File: src/rtl/string_pkg.sv
// ============================================================================
// Module   : string_pkg
// Brief    : Shared FSM/op encodings, default key codes and digit test.
// Revision : 1.0
// ============================================================================
`default_nettype none

package string_pkg;

    typedef enum logic [1:0] {
        ST_IDLE   = 2'd0,
        ST_DEAD   = 2'd1,
        ST_REPLAY = 2'd2
    } state_e;

    // Resolved edit request handed from the key FSM to the buffer datapath
    typedef enum logic [2:0] {
        OP_NONE   = 3'd0,
        OP_APPEND = 3'd1,
        OP_DEL    = 3'd2,
        OP_CLR    = 3'd3,
        OP_COMMIT = 3'd4
    } op_e;

    localparam int         C_CHAR_W   = 7;
    localparam int         C_MAX_LEN  = 11;
    localparam logic [6:0] C_PAD      = 7'h20;
    localparam logic [6:0] C_K_ENTER  = 7'h0D;
    localparam logic [6:0] C_K_DEL    = 7'h08;
    localparam logic [6:0] C_K_CLR    = 7'h1B;
    localparam logic [6:0] C_K_DEAD   = 7'h2C;
    localparam logic [6:0] C_ENHE     = 7'h7E;
    localparam logic [6:0] C_KEY_N_LO = 7'h6E;
    localparam logic [6:0] C_KEY_N_UP = 7'h4E;

    function automatic logic is_digit(input logic [31:0] code);
        return (code >= 32'h30) && (code <= 32'h39);
    endfunction

endpackage

`default_nettype wire

File: src/rtl/dead_key_fsm.sv
// ============================================================================
// Module   : dead_key_fsm
// Brief    : Dead-key compose FSM; turns each accepted key into one edit op.
// Revision : 1.0
// ============================================================================
`default_nettype none

module dead_key_fsm
    import string_pkg::*;
#(
    parameter int                CHAR_W  = C_CHAR_W,
    parameter logic [CHAR_W-1:0] K_ENTER = CHAR_W'(C_K_ENTER),
    parameter logic [CHAR_W-1:0] K_DEL   = CHAR_W'(C_K_DEL),
    parameter logic [CHAR_W-1:0] K_CLR   = CHAR_W'(C_K_CLR),
    parameter logic [CHAR_W-1:0] K_DEAD  = CHAR_W'(C_K_DEAD),
    parameter logic [CHAR_W-1:0] ENHE    = CHAR_W'(C_ENHE)
) (
    input  logic              clk,
    input  logic              reset,
    input  logic [CHAR_W-1:0] char_i,
    input  logic              new_i,
    input  logic              num_only_i,
    output logic              ready_o,
    output logic [2:0]        op_o,
    output logic [CHAR_W-1:0] code_o,
    output logic              op_nm_o,
    output logic              drop_err_o
);

    state_e            state_q, state_d;
    logic [CHAR_W-1:0] key_q, key_d;
    logic              nm_q, nm_d;
    op_e               op_d;

    logic [CHAR_W-1:0] w_key;
    logic              w_nm;
    logic              w_go;

    // REPLAY re-runs the latched key (and its mode) through the IDLE decode
    assign w_key = (state_q == ST_REPLAY) ? key_q : char_i;
    assign w_nm  = (state_q == ST_REPLAY) ? nm_q  : num_only_i;
    assign w_go  = (state_q == ST_REPLAY) || new_i;

    always_ff @(posedge clk) begin
        if (reset) begin
            state_q <= ST_IDLE;
            key_q   <= '0;
            nm_q    <= 1'b0;
        end else begin
            state_q <= state_d;
            key_q   <= key_d;
            nm_q    <= nm_d;
        end
    end

    always_comb begin
        state_d    = state_q;
        key_d      = key_q;
        nm_d       = nm_q;
        op_d       = OP_NONE;
        code_o     = w_key;
        op_nm_o    = w_nm;
        drop_err_o = 1'b0;
        case (state_q)
            ST_IDLE, ST_REPLAY: begin
                drop_err_o = (state_q == ST_REPLAY) && new_i;
                if (state_q == ST_REPLAY) begin
                    state_d = ST_IDLE;
                end
                if (w_go) begin
                    if (w_key == K_ENTER) begin
                        op_d = OP_COMMIT;
                    end else if (w_key == K_DEL) begin
                        op_d = OP_DEL;
                    end else if (w_key == K_CLR) begin
                        op_d = OP_CLR;
                    end else if ((w_key == K_DEAD) && !w_nm) begin
                        state_d = ST_DEAD;
                    end else begin
                        // In digits-only mode the dead key is just a literal comma
                        op_d = OP_APPEND;
                    end
                end
            end
            ST_DEAD: begin
                if (new_i) begin
                    state_d = ST_IDLE;
                    if ((char_i == CHAR_W'(C_KEY_N_LO)) || (char_i == CHAR_W'(C_KEY_N_UP))) begin
                        op_d   = OP_APPEND;
                        code_o = ENHE;
                    end else if ((char_i != K_DEL) && (char_i != K_CLR)) begin
                        op_d    = OP_APPEND;
                        code_o  = K_DEAD;
                        key_d   = char_i;
                        nm_d    = num_only_i;
                        state_d = ST_REPLAY;
                    end
                end
            end
            default: begin
                state_d = ST_IDLE;
            end
        endcase
    end

    assign op_o    = op_d;
    assign ready_o = (state_q != ST_REPLAY);

endmodule

`default_nettype wire

File: src/rtl/string_entry.sv
// ============================================================================
// Module   : string_entry
// Brief    : Keyboard line editor with dead-key compose and commit register.
// Revision : 1.0
// ============================================================================
`default_nettype none

module string_entry
    import string_pkg::*;
#(
    parameter int                CHAR_W  = C_CHAR_W,
    parameter int                MAX_LEN = C_MAX_LEN,
    parameter logic [CHAR_W-1:0] PAD     = CHAR_W'(C_PAD),
    parameter logic [CHAR_W-1:0] K_ENTER = CHAR_W'(C_K_ENTER),
    parameter logic [CHAR_W-1:0] K_DEL   = CHAR_W'(C_K_DEL),
    parameter logic [CHAR_W-1:0] K_CLR   = CHAR_W'(C_K_CLR),
    parameter logic [CHAR_W-1:0] K_DEAD  = CHAR_W'(C_K_DEAD),
    parameter logic [CHAR_W-1:0] ENHE    = CHAR_W'(C_ENHE)
) (
    input  logic                          clk,
    input  logic                          reset,
    input  logic [CHAR_W-1:0]             char_i,
    input  logic                          new_i,
    input  logic                          num_only_i,
    output logic                          ready_o,
    output logic [MAX_LEN*CHAR_W-1:0]     string_o,
    output logic [$clog2(MAX_LEN+1)-1:0]  length_o,
    output logic                          completeOut_o,
    output logic                          changeOut_o,
    output logic                          err_o
);

    localparam int               LEN_W  = $clog2(MAX_LEN + 1);
    localparam logic [LEN_W-1:0] C_FULL = LEN_W'(MAX_LEN);

    logic [CHAR_W-1:0] wbuf_q [MAX_LEN];
    logic [CHAR_W-1:0] wbuf_d [MAX_LEN];
    logic [CHAR_W-1:0] str_q  [MAX_LEN];
    logic [CHAR_W-1:0] str_d  [MAX_LEN];
    logic [LEN_W-1:0]  len_q, len_d;
    logic              complete_q, complete_d;
    logic              change_q, change_d;
    logic              err_q, err_d;

    logic [2:0]        w_op;
    logic [CHAR_W-1:0] w_code;
    logic              w_op_nm;
    logic              w_drop_err;
    logic              w_code_ok;

    dead_key_fsm #(
        .CHAR_W  (CHAR_W),
        .K_ENTER (K_ENTER),
        .K_DEL   (K_DEL),
        .K_CLR   (K_CLR),
        .K_DEAD  (K_DEAD),
        .ENHE    (ENHE)
    ) u_fsm (
        .clk        (clk),
        .reset      (reset),
        .char_i     (char_i),
        .new_i      (new_i),
        .num_only_i (num_only_i),
        .ready_o    (ready_o),
        .op_o       (w_op),
        .code_o     (w_code),
        .op_nm_o    (w_op_nm),
        .drop_err_o (w_drop_err)
    );

    // The literal dead-key comma is the one non-digit allowed in digits-only mode
    assign w_code_ok = !w_op_nm || is_digit(32'(w_code)) || (w_code == K_DEAD);

    always_comb begin
        wbuf_d     = wbuf_q;
        str_d      = str_q;
        len_d      = len_q;
        complete_d = 1'b0;
        change_d   = 1'b0;
        err_d      = w_drop_err;
        case (w_op)
            OP_APPEND: begin
                if ((len_q < C_FULL) && w_code_ok) begin
                    for (int i = 0; i < MAX_LEN; i++) begin
                        if (LEN_W'(i) == len_q) begin
                            wbuf_d[i] = w_code;
                        end
                    end
                    len_d    = len_q + LEN_W'(1);
                    change_d = 1'b1;
                end else begin
                    err_d = 1'b1;
                end
            end
            OP_DEL: begin
                if (len_q != '0) begin
                    for (int i = 0; i < MAX_LEN; i++) begin
                        if (LEN_W'(i) == (len_q - LEN_W'(1))) begin
                            wbuf_d[i] = PAD;
                        end
                    end
                    len_d    = len_q - LEN_W'(1);
                    change_d = 1'b1;
                end else begin
                    err_d = 1'b1;
                end
            end
            OP_CLR: begin
                for (int i = 0; i < MAX_LEN; i++) begin
                    wbuf_d[i] = PAD;
                end
                len_d    = '0;
                change_d = 1'b1;
            end
            OP_COMMIT: begin
                str_d      = wbuf_q;
                complete_d = 1'b1;
            end
            default: begin
            end
        endcase
    end

    always_ff @(posedge clk) begin
        if (reset) begin
            for (int i = 0; i < MAX_LEN; i++) begin
                wbuf_q[i] <= PAD;
                str_q[i]  <= PAD;
            end
            len_q      <= '0;
            complete_q <= 1'b0;
            change_q   <= 1'b0;
            err_q      <= 1'b0;
        end else begin
            wbuf_q     <= wbuf_d;
            str_q      <= str_d;
            len_q      <= len_d;
            complete_q <= complete_d;
            change_q   <= change_d;
            err_q      <= err_d;
        end
    end

    for (genvar g = 0; g < MAX_LEN; g++) begin : g_pack
        assign string_o[g*CHAR_W +: CHAR_W] = str_q[g];
    end

    assign length_o      = len_q;
    assign completeOut_o = complete_q;
    assign changeOut_o   = change_q;
    assign err_o         = err_q;

endmodule

`default_nettype wire

File: config.mk
export PLATFORM = sky130hd
export DESIGN_NAME = string_entry
export DESIGN_NICKNAME = d
export VERILOG_FILES = /design/src/rtl/string_pkg.sv /design/src/rtl/dead_key_fsm.sv /design/src/rtl/string_entry.sv
export SDC_FILE = /design/constraint.sdc
export NUM_CORES = 1
export LEC_CHECK = 0
export BUFFER_PORTS_ARGS = -buffer_cell sky130_fd_sc_hd__buf_4
export CORE_MARGIN = 2
export CORE_UTILIZATION = 52
export DETAILED_ROUTE_END_ITERATION = 7
export GPL_ROUTABILITY_DRIVEN = 0
export PLACE_DENSITY_LB_ADDON = 0.05
export SYNTH_ARGS = -nofsm -noshare
export SYNTH_HDL_FRONTEND = slang
export SYNTH_SLANG_ARGS = --single-unit
File: constraint.sdc
create_clock -name clk -period 2.7 [get_ports clk]
set_clock_uncertainty 0.2 [all_clocks]
set_input_delay 0.27 -clock clk [delete_from_list [all_inputs] [get_ports clk]]
set_output_delay 0.27 -clock clk [all_outputs]
set_load 0.03 [all_outputs]
# Yosys cells after proc, flatten, opt, wreduce, memory -nomap -nowiden
# Index checks and enable logic that the tools add are counted.
# W data, S select, Z words.
[totals]
regBits = 171
input_bits = 11
[op_classes]
add_sub_neg = 2
n_lt_le_gt_ge = 3
eq_ne = 61
mux = 61
bitwise_logic = 1
reduce_logical = 29
[ops]
columns = ["op", "count"]
rows = [
  ["$pmux W77 S3", 1],
  ["$mux W7", 27],
  ["$mux W77", 2],
  ["$reduce_and A5 Y1", 11],
  ["$ne A2 B2 Y1 const B", 26],
  ["$eq A3 B4 Y1 const A", 8],
  ["$eq A4 B4 Y1 const A", 6],
  ["$mux W2", 9],
  ["$mux W3", 6],
  ["$eq A2 B4 Y1 const A", 4],
  ["$eq A7 B4 Y1 const B", 2],
  ["$eq A7 B6 Y1 const B", 2],
  ["$eq A7 B7 Y1 const B", 2],
  ["$pmux W4 S3", 1],
  ["$mux W1", 9],
  ["$eq A1 B4 Y1 const A", 2],
  ["$logic_not A4 Y1", 2],
  ["$mux W4", 2],
  ["$eq A7 B5 Y1 const B", 1],
  ["$ge A7 B6 Y1 const B", 1],
  ["$le A7 B6 Y1 const B", 1],
  ["$ne A7 B4 Y1 const B", 1],
  ["$ne A7 B5 Y1 const B", 1],
  ["$eq A3 B2 Y1 const B", 2],
  ["21 further kinds", 28],
]

# Depth between registers and ports, before layout
# Gate-level depths: netlist of the first run.
[depth]
word_depth = 13
ltp_mapped = 13

# Hierarchy
# Synthesis of the first run repeated with hierarchy kept, for this count alone.
[hier_totals]
hier_cells = 819
area_unflattened_um2 = 7248.2
[by_module_without_submodules]
columns = ["module", "instances", "cells_per_inst", "area_per_inst_um2", "seq_area_each_um2"]
rows = [
  ["string_entry", 1, 718, 6465.0, 3223.1],
  ["dead_key_fsm", 1, 101, 783.3, 200.2],
]

# Least setup slack after synthesis of the first run
# OpenSTA, ideal clock, no wires.
[synth_timing]
kind = "reg-to-reg"
startpoint = "reg u_fsm.state_q[0]"
endpoint = "reg wbuf_q[72] (netlist bit)"
arrival_ns = 2.658
required_ns = 2.379
path_slack_ns = -0.279
path_stages_with_launch = 14
n_path_buf = 5
synth_period_minus_slack_ns = 2.979
cell_sequence = "dfxtp_1 -> buf_6 -> nand2b_4 -> buf_6 -> buf_2 -> buf_2 -> mux2i_1 -> a21oi_1 -> nor2_1 -> o221ai_2 -> o21ai_2 -> buf_4 -> a21oi_1 -> a2bb2o_1"
[synth_between]
elab_chain_len = 13
[synth_rtl]
columns = ["element", "line_no", "text"]
rows = [
  ["start: declaration", "dead_key_fsm.sv:30", "state_e state_q, state_d;"],
  ["start signal: assignment", "dead_key_fsm.sv:50", "state_q <= state_d;"],
  ["$eq A2 B2 Y1", "-", ""],
  ["$mux W7 or $mux W1 (tied branches)", "dead_key_fsm.sv:40, dead_key_fsm.sv:41", ""],
  ["$eq A7 B6 Y1 (tied with other cells)", "dead_key_fsm.sv:77", "end else if ((w_key == K_DEAD) && !w_nm) begin"],
  ["$logic_and A1 B1 Y1 or $mux W7 (tied branches)", "dead_key_fsm.sv:77, dead_key_fsm.sv:88", ""],
  ["$mux W1 or $mux W7 (tied branches)", "dead_key_fsm.sv:77, dead_key_fsm.sv:86", ""],
  ["$mux W3 or $mux W7 (tied branches)", "dead_key_fsm.sv:75, dead_key_fsm.sv:64", ""],
  ["$mux W3 (tied with other cells)", "dead_key_fsm.sv:73", "end else if (w_key == K_DEL) begin"],
  ["$mux W3 or $logic_and A1 B1 Y1 (tied branches)", "dead_key_fsm.sv:71, string_pkg.sv:37", ""],
  ["$mux W3 or $logic_or A1 B1 Y1 (tied branches)", "dead_key_fsm.sv:70, string_entry.sv:72", ""],
  ["$pmux W3 S2 or $logic_or A1 B1 Y1 (tied branches)", "dead_key_fsm.sv:64, string_entry.sv:72", ""],
  ["$eq A3 B2 Y1 (tied with other cells)", "string_entry.sv:81", "case (w_op)"],
  ["$ne A2 B2 Y1 (no source line) or $reduce_bool A3 Y1 (tied branches)", "-", ""],
  ["$reduce_and A5 Y1 (no source line)", "-", ""],
  ["end signal: assignment", "string_entry.sv:135", "wbuf_q <= wbuf_d;"],
  ["end: declaration", "string_entry.sv:36", "logic [CHAR_W-1:0] wbuf_q [MAX_LEN];"],
]
# Parallel ways exist; a longest one is shown, timed or not. The select of a mux whose other input is x is not followed.
# A chain may end at the register's enable or synchronous reset.

# Final worst setup path of the first run
[layout_timing]
startpoint = "reg u_fsm.state_q[0]"
endpoint = "reg wbuf_q[19] (netlist bit)"
# The elaborated chain is that of the path after synthesis.

==> results of run 1 <==
==> worst register-to-register path: cells and delay by family, from the launching register on <==
family / cells / cell delay, ns
muxes: 2 / 0.49
AOI/OAI and AO/OA: 3 / 0.40
DFF: 1 / 0.35
buffers and inverters: 3 / 0.46
and+or+nand+nor: 3 / 0.88
==> layer usage <==
| metal | wire length [microns] | GRT usage | up-vias |
|---|---|---|---|
| li1 | - | - | 3210 |
| met1 | 9330 | 0.393 | 3342 |
| met2 | 10600 | 0.494 | 333 |
| met3 | 1650 | 0.0691 | 70 |
| met4 | 966 | 0.152 | 0 |
| met5 | 0 | 0 | - |
==> layout by cell type (no fill, tap or decap), drive strengths merged, types with 4 or more instances in the layout <==
master / count
nand3b: 14
nand2: 197
a32o: 10
nand2b: 9
ha: 4
o32ai: 5
a21oi: 100
nor2: 30
nor3: 9
clkbuf: 18
a22o: 31
a2bb2oi: 10
inv: 28
mux2i: 7
buf: 230
a32oi: 11
a211oi: 4
o21ai: 13
dfxtp: 171
a311oi: 11
mux2: 6
clkinv: 8
a2bb2o: 16
o2bb2ai: 4
==> path summary, 6_finish.rpt <==
kind                          to  cells after the start
setup / recovery      wbuf_q[19]                     11
hold / removal    u_fsm.key_q[6]                      3
setup reg to reg      wbuf_q[19]                     11
hold reg to reg     string_o[35]                      2
==> kinds of logic after synthesis <==
kind of cell,count (synthesis),share of synthesized area
adders and majority gates,4,0.00699
muxes,13,0.0203
AOI/OAI and AO/OA,242,0.264
xor gates and xnor gates,1,0.00122
buffers and inverters,80,0.0524
and+or+nand+nor,280,0.177
DFF,171,0.478
==> power breakdown <==
group	total, mW	switching (mW)	internal, mW
Combinational	0.692	0.360	0.332
Clock	2.40	1.04	1.36
Sequential	2.64	0.0593	2.58
Total	5.74	1.46	4.28
==> final cells by class <==
cell class / instances / area, sq um / area share
inverters: 24 / 90.1 / 0.00875
clock buffers: 18 / 429 / 0.0417
clock inverters: 14 / 143 / 0.0138
repair buffers: 233 / 2070 / 0.201
multi-input cells: 540 / 3920 / 0.380
flip-flops and latches: 171 / 3430 / 0.333
well taps: 176 / 220 / 0.0214
==> cell usage after synthesis (all sizes together), types with 2 or more instances <==
cell type and n:
a2bb2oi 10, a31oi 3, o21ai 13, mux2 6
and3 2, o32ai 5, o221ai 3, nand3b 14
a2111oi 3, a31o 2, dfxtp 171, buf 18
mux2i 7, a22o 31, a2bb2o 16, nor2 30
or2 3, o2bb2ai 4, a21oi 100, nand2b 9
nor4bb 2, nand3 3, inv 24, ha 4
a211oi 4, nand2 197, o21a 2, nor2b 3
a311oi 11, a32oi 11, or3 3, clkbuf 38
nor3b 2, nor3 9, a32o 10
==> state kept, by name, indices dropped and copies added, names as in the netlist <==
signal         flops
u_fsm.key_q        7
u_fsm.state_q      2
wbuf_q            77
changeOut_o        1
length_o           4
completeOut_o      1
u_fsm.nm_q         1
err_o              1
string_o          77
==> repair_timing <==
item / 4_1_cts / 5_1_grt
pin swaps: 36 / 20
setup buffers: 25 / 6
gates cloned: 3 / 0
setup endpoints to repair: 83 / 102
resized for setup: 124 / 18
hold buffers: 3 / 0
hold endpoints to repair: 3 / 0
==> per-stage QoR <==
step,hold WS (ns),power (mW),util,setup WS (ns),std cells
2_1_floorplan,0.206,2.99,-,-0.221,791
3_3_place_gp,0.236,3.19,0.652,-0.212,1108
3_5_place_dp,0.244,3.20,0.652,-0.340,1108
4_1_cts,0.0303,5.69,0.762,-0.151,1170
5_1_grt,0.0493,5.91,0.772,-0.277,1176
6_report,0.0361,5.74,0.772,-0.207,1176
==> impl_metrics.ini, run 1 <==
[clock_tree]
clock_path_buffers = 2
worst_skew_pair.late_latency_ns = 0.44
cts_made_buffers = 17
htreeDepth = 4
cts_sinks = 171
cts-root-buf = clkbuf_16
cts_tree = yes
clkTransAtPathRegs_ns = 0.07

[floorplanning]
start_util = 0.536
die-area_sq_um = 14700
fp-row-count = 42
die_w_microns = 121
die_h_microns = 121
io-pin-count = 96
core_area_sq_um = 13300

[power_and_ir_drop]
p_leak_nw = 4.16
power_density_nw_per_um2 = 557
ir_drop_mv = 0.482

[timing]
fin_crit_sh = 1.08
setup_slack_ns = -0.207
drv_slew = 0
hold_viol_final = 0
tightest_slew_ns = 0.546
fin_crit_ns = 2.91
slew_headroom = 0.636
tns_ns = -11.29
clock.fmax_ghz = 0.344
setup_violations = 81
grt_setup_unrepaired = yes

[routing]
first_iter_violations = 602
finalWirelength_mm = 22.5
wl_per_cell_microns = 19.1
firstDrtPassIters = 5
final_antenna_net_count = 0
vias = 6955
drt_drc_violations_left = 0
via_per_inst = 5.91

[critical_path]
regToRegSetupSlack_ns = -0.21
rr_startpoint = u_fsm.state_q[0]
path_cells = nand2b_4 -> buf_4 -> mux2i_1 -> mux2_4 -> or3_4 -> nor2_8 -> buf_6 -> a32oi_4 -> a21oi_4 -> buf_6 -> a2bb2oi_2
critPathKind = register to register
critical_path.startpoint = u_fsm.state_q[0]
cp-end-kind = register
cp.required_ns = 2.83
slowest_delay_ns = 0.47
start_kind = register
crit_family = simple AND/OR/NAND/NOR gates
crit_buf_inv = 3
crit_path_frequent_cell = buf_6
cp_max_fo = 8
critPathSlowestCell = or3_4
worstPathArrival_ns = 3.04

[flow_run]
drv_cap = 0

[global_routing]
antenna_found_initial = 0
grt_pass1_vias = 6672
grt_max_degree = 46
grt_pass1_wl_mm = 35.0
grt.total_usage = 0.308
grt_overflow_total = 0

[cells_and_area]
nets = 1002
drive_gt1_frac = 0.373
final_area_sq_um = 10300
num_antenna_cells = 0
syn_to_final_growth_pct = 43.9
n_fill_cell = 897

[min_path]
min_path_type = input pin to register
worstHoldStart = char_i[6]

[status]
violations = negative setup slack
status = finished with violations

[synthesis]
synth_area_leader_cell = dfxtp_1
syn_inst = 791
ys_ff_latch = 171
yosysSeqAreaShare = 0.478
synthTopCellsByArea = dfxtp_1, nand2_1, a21oi_1
yosysUniqueCellTypes = 75
synth_top_area_frac = 0.478
avgSynthCellArea_sq_um = 9.05
yosysWarnings = 0
syn_area_sq_um = 7160
ys.flop_type = dfxtp_1
async_reset_ff_frac = 0
syn_nets = 806
synth_edf_count = 0

[placement]
postPlaceCellArea_sq_um = 8700
numPortBuffers = 95
hpwl_mm = 14.3
No activity file was read; power rests on OpenSTA's default activity.
==> run 2, diff against run 1 <==
Settings changed: CELL_PAD_IN_SITES_DETAIL_PLACEMENT from default to 0, CELL_PAD_IN_SITES_GLOBAL_PLACEMENT from default to 1, CORE_UTILIZATION 52 to 39, CTS_CLUSTER_DIAMETER from default to 80, RECOVER_POWER from default to 25.
==> run 2 against run 1 <==
Net effect:
- the run still ends with negative setup slack left
- total power increased by 1.1%
- sequential share of layout area increased by 1.2 points
- sequential power about the same
- first-iteration DRC count decreased by 28%
- critical path depth increased by 1
- wire length decreased by 2.2%
- clock-buffer cell count increased by 2
- worst hold slack got worse by 0.0029 ns
- non-clock buffer count decreased by 7
==> impl_metrics.ini, run 2 (same netlist as run 1, synthesis figures left out) <==
[status]
status = finished with violations
violations = negative setup slack

[routing]
dr_wl_met2_mm = 10.5
wl_per_cell_microns = 18.0
firstDrtPassIters = 5
route.met3.wl_mm = 1.35
final_antenna_net_count = 0
first_iter_violations = 432
top_layer_used = met4
finalWirelength_mm = 22.0
drt_drc_violations_left = 0
via_per_inst = 5.39
wirelength_met1_mm = 9.79
vias = 6584

[power_and_ir_drop]
p_seq_frac = 0.455
ir_drop_mv = 0.433
pwr-share-clk = 0.438
p_int_mw = 4.37
p_sw_mw = 1.43
p_leak_nw = 3.92
p_sw_frac = 0.247
power_density_nw_per_um2 = 583
p_comb_frac = 0.107
total_power_mw = 5.80

[floorplanning]
die-area_sq_um = 19500
die_w_microns = 139
die_h_microns = 139
core_area_sq_um = 18000
fp-row-count = 49
io-pin-count = 96
start_util = 0.399

[timing]
grt_setup_unrepaired = yes
slew_headroom = 0.611
tightest_slew_ns = 0.569
tns_ns = -13.06
timing.hold.ws_ns = 0.0332
clock.fmax_ghz = 0.340
setup_slack_ns = -0.240
fin_crit_sh = 1.09
setup_violations = 80
hold_viol_final = 0
drv_slew = 0
fin_crit_ns = 2.94

[clock_tree]
cts_tree = yes
htreeDepth = 4
cts_sinks = 171
worst_skew_pair.late_latency_ns = 0.43
clkTransAtPathRegs_ns = 0.07
cts_made_buffers = 17
clock_path_buffers = 2
cts-root-buf = clkbuf_16

[critical_path]
r2r_end = wbuf_q[47]
critical_path.startpoint = u_fsm.state_q[0]
cp_max_fo = 6
regToRegSetupSlack_ns = -0.24
path_cells = nand2b_4 -> mux2_4 -> mux2_4 -> or3_4 -> buf_12 -> nor2_8 -> buf_12 -> buf_6 -> a32oi_2 -> a21oi_2 -> buf_4 -> a2bb2oi_1
endpoint = wbuf_q[47]
start_kind = register
slowest_delay_ns = 0.43
critPathKind = register to register
worstPathArrival_ns = 3.07
rr_worst_depth = 12
cp-end-kind = register
cp.required_ns = 2.83
critPathSlowestCell = or3_4
rr_startpoint = u_fsm.state_q[0]

[placement]
hpwl_mm = 15.0
numPortBuffers = 95
place_worst_setup_slack_ns = -0.261

[flow_run]
drv_cap = 0

[cells_and_area]
seq_area_sq_um = 3430
drive_gt1_frac = 0.325
final_util = 0.554
n_fill_cell = 1663
final_cell_mix = nand2_1, dfxtp_1, buf_4
nets = 995
final_common_cell = nand2_1
multi_input_area_sq_um = 3730
syn_to_final_growth_pct = 39.0
num_antenna_cells = 0

[global_routing]
grt_overflow_total = 0
antenna_found_initial = 0
grt_pass1_wl_mm = 33.7
grt_pass1_vias = 6203
grt_max_degree = 123
grt.total_usage = 0.219

[min_path]
min_path_type = input pin to register
hold_depth = 4
run 2: changes by cell type in the layout (fill, tap and decap cells not counted), moves of 4 or more:
cell	delta
a21oi_4	-4
a32oi_4	-4
buf_4	-19
a32oi_2	+4
clkinv_2	-5
clkbuf_1	+31
buf_6	-17
run 2: power by group through the flow:
stage / Clock (mW) / Sequential (mW) / Combinational (mW)
2_1_floorplan: 0 / 2.68 / 0.306
3_3_place_gp: 0 / 2.69 / 0.517
3_5_place_dp: 0 / 2.69 / 0.526
4_1_cts: 2.58 / 2.64 / 0.564
5_1_grt: 2.71 / 2.64 / 0.666
6_report: 2.54 / 2.64 / 0.622
run 2: per-layer routing:
layer	track usage	vias up
li1	-	3199
met1	0.293	3167
met2	0.353	188
met3	0.0447	30
met4	0.0739	0
met5	0	-
run 2: worst min-delay path by stage:
stage          slack (ns)                to        from
2_1_floorplan        0.21        u_fsm.nm_q  num_only_i
3_3_place_gp         0.24      string_o[45]  wbuf_q[31]
3_5_place_dp         0.25      string_o[52]  wbuf_q[24]
4_1_cts              0.02  u_fsm.state_q[0]       new_i
5_1_grt              0.02  u_fsm.state_q[0]       new_i
6_report             0.03  u_fsm.state_q[0]       new_i
run 2: stage by stage:
step           std cells  area (sq um)
3_5_place_dp        1166          8830
4_1_cts             1207          9690
2_1_floorplan        791          7200
6_report            1222          9950
3_3_place_gp        1166          8830
5_1_grt             1222          9950
run 2: area by class of cell:
| cell class | instances | area share |
|---|---|---|
| flip-flops and latches | 171 | 0.344 |
| repair buffers | 226 | 0.181 |
| clock buffers | 20 | 0.0449 |
| inverters | 24 | 0.00905 |
| clock inverters | 12 | 0.0165 |
| well taps | 229 | 0.0288 |
| multi-input cells | 540 | 0.375 |
run 2: critical path, delay by kind of cell (launching register included):
kind | cells | cell delay, ns
AOI/OAI and AO/OA | 3 | 0.42
buffers and inverters | 4 | 0.52
muxes | 2 | 0.62
and+or+nand+nor | 3 | 0.71
DFF | 1 | 0.34
run 2: what timing repair did:
action                                 CTS  global route
pin swaps                               22            37
endpoints found under the hold margin    3             0
gates cloned                             0             3
gates resized for setup                 42            51
setup endpoints to repair               83           134
hold buffers                             3             0
buffers inserted                         6            14
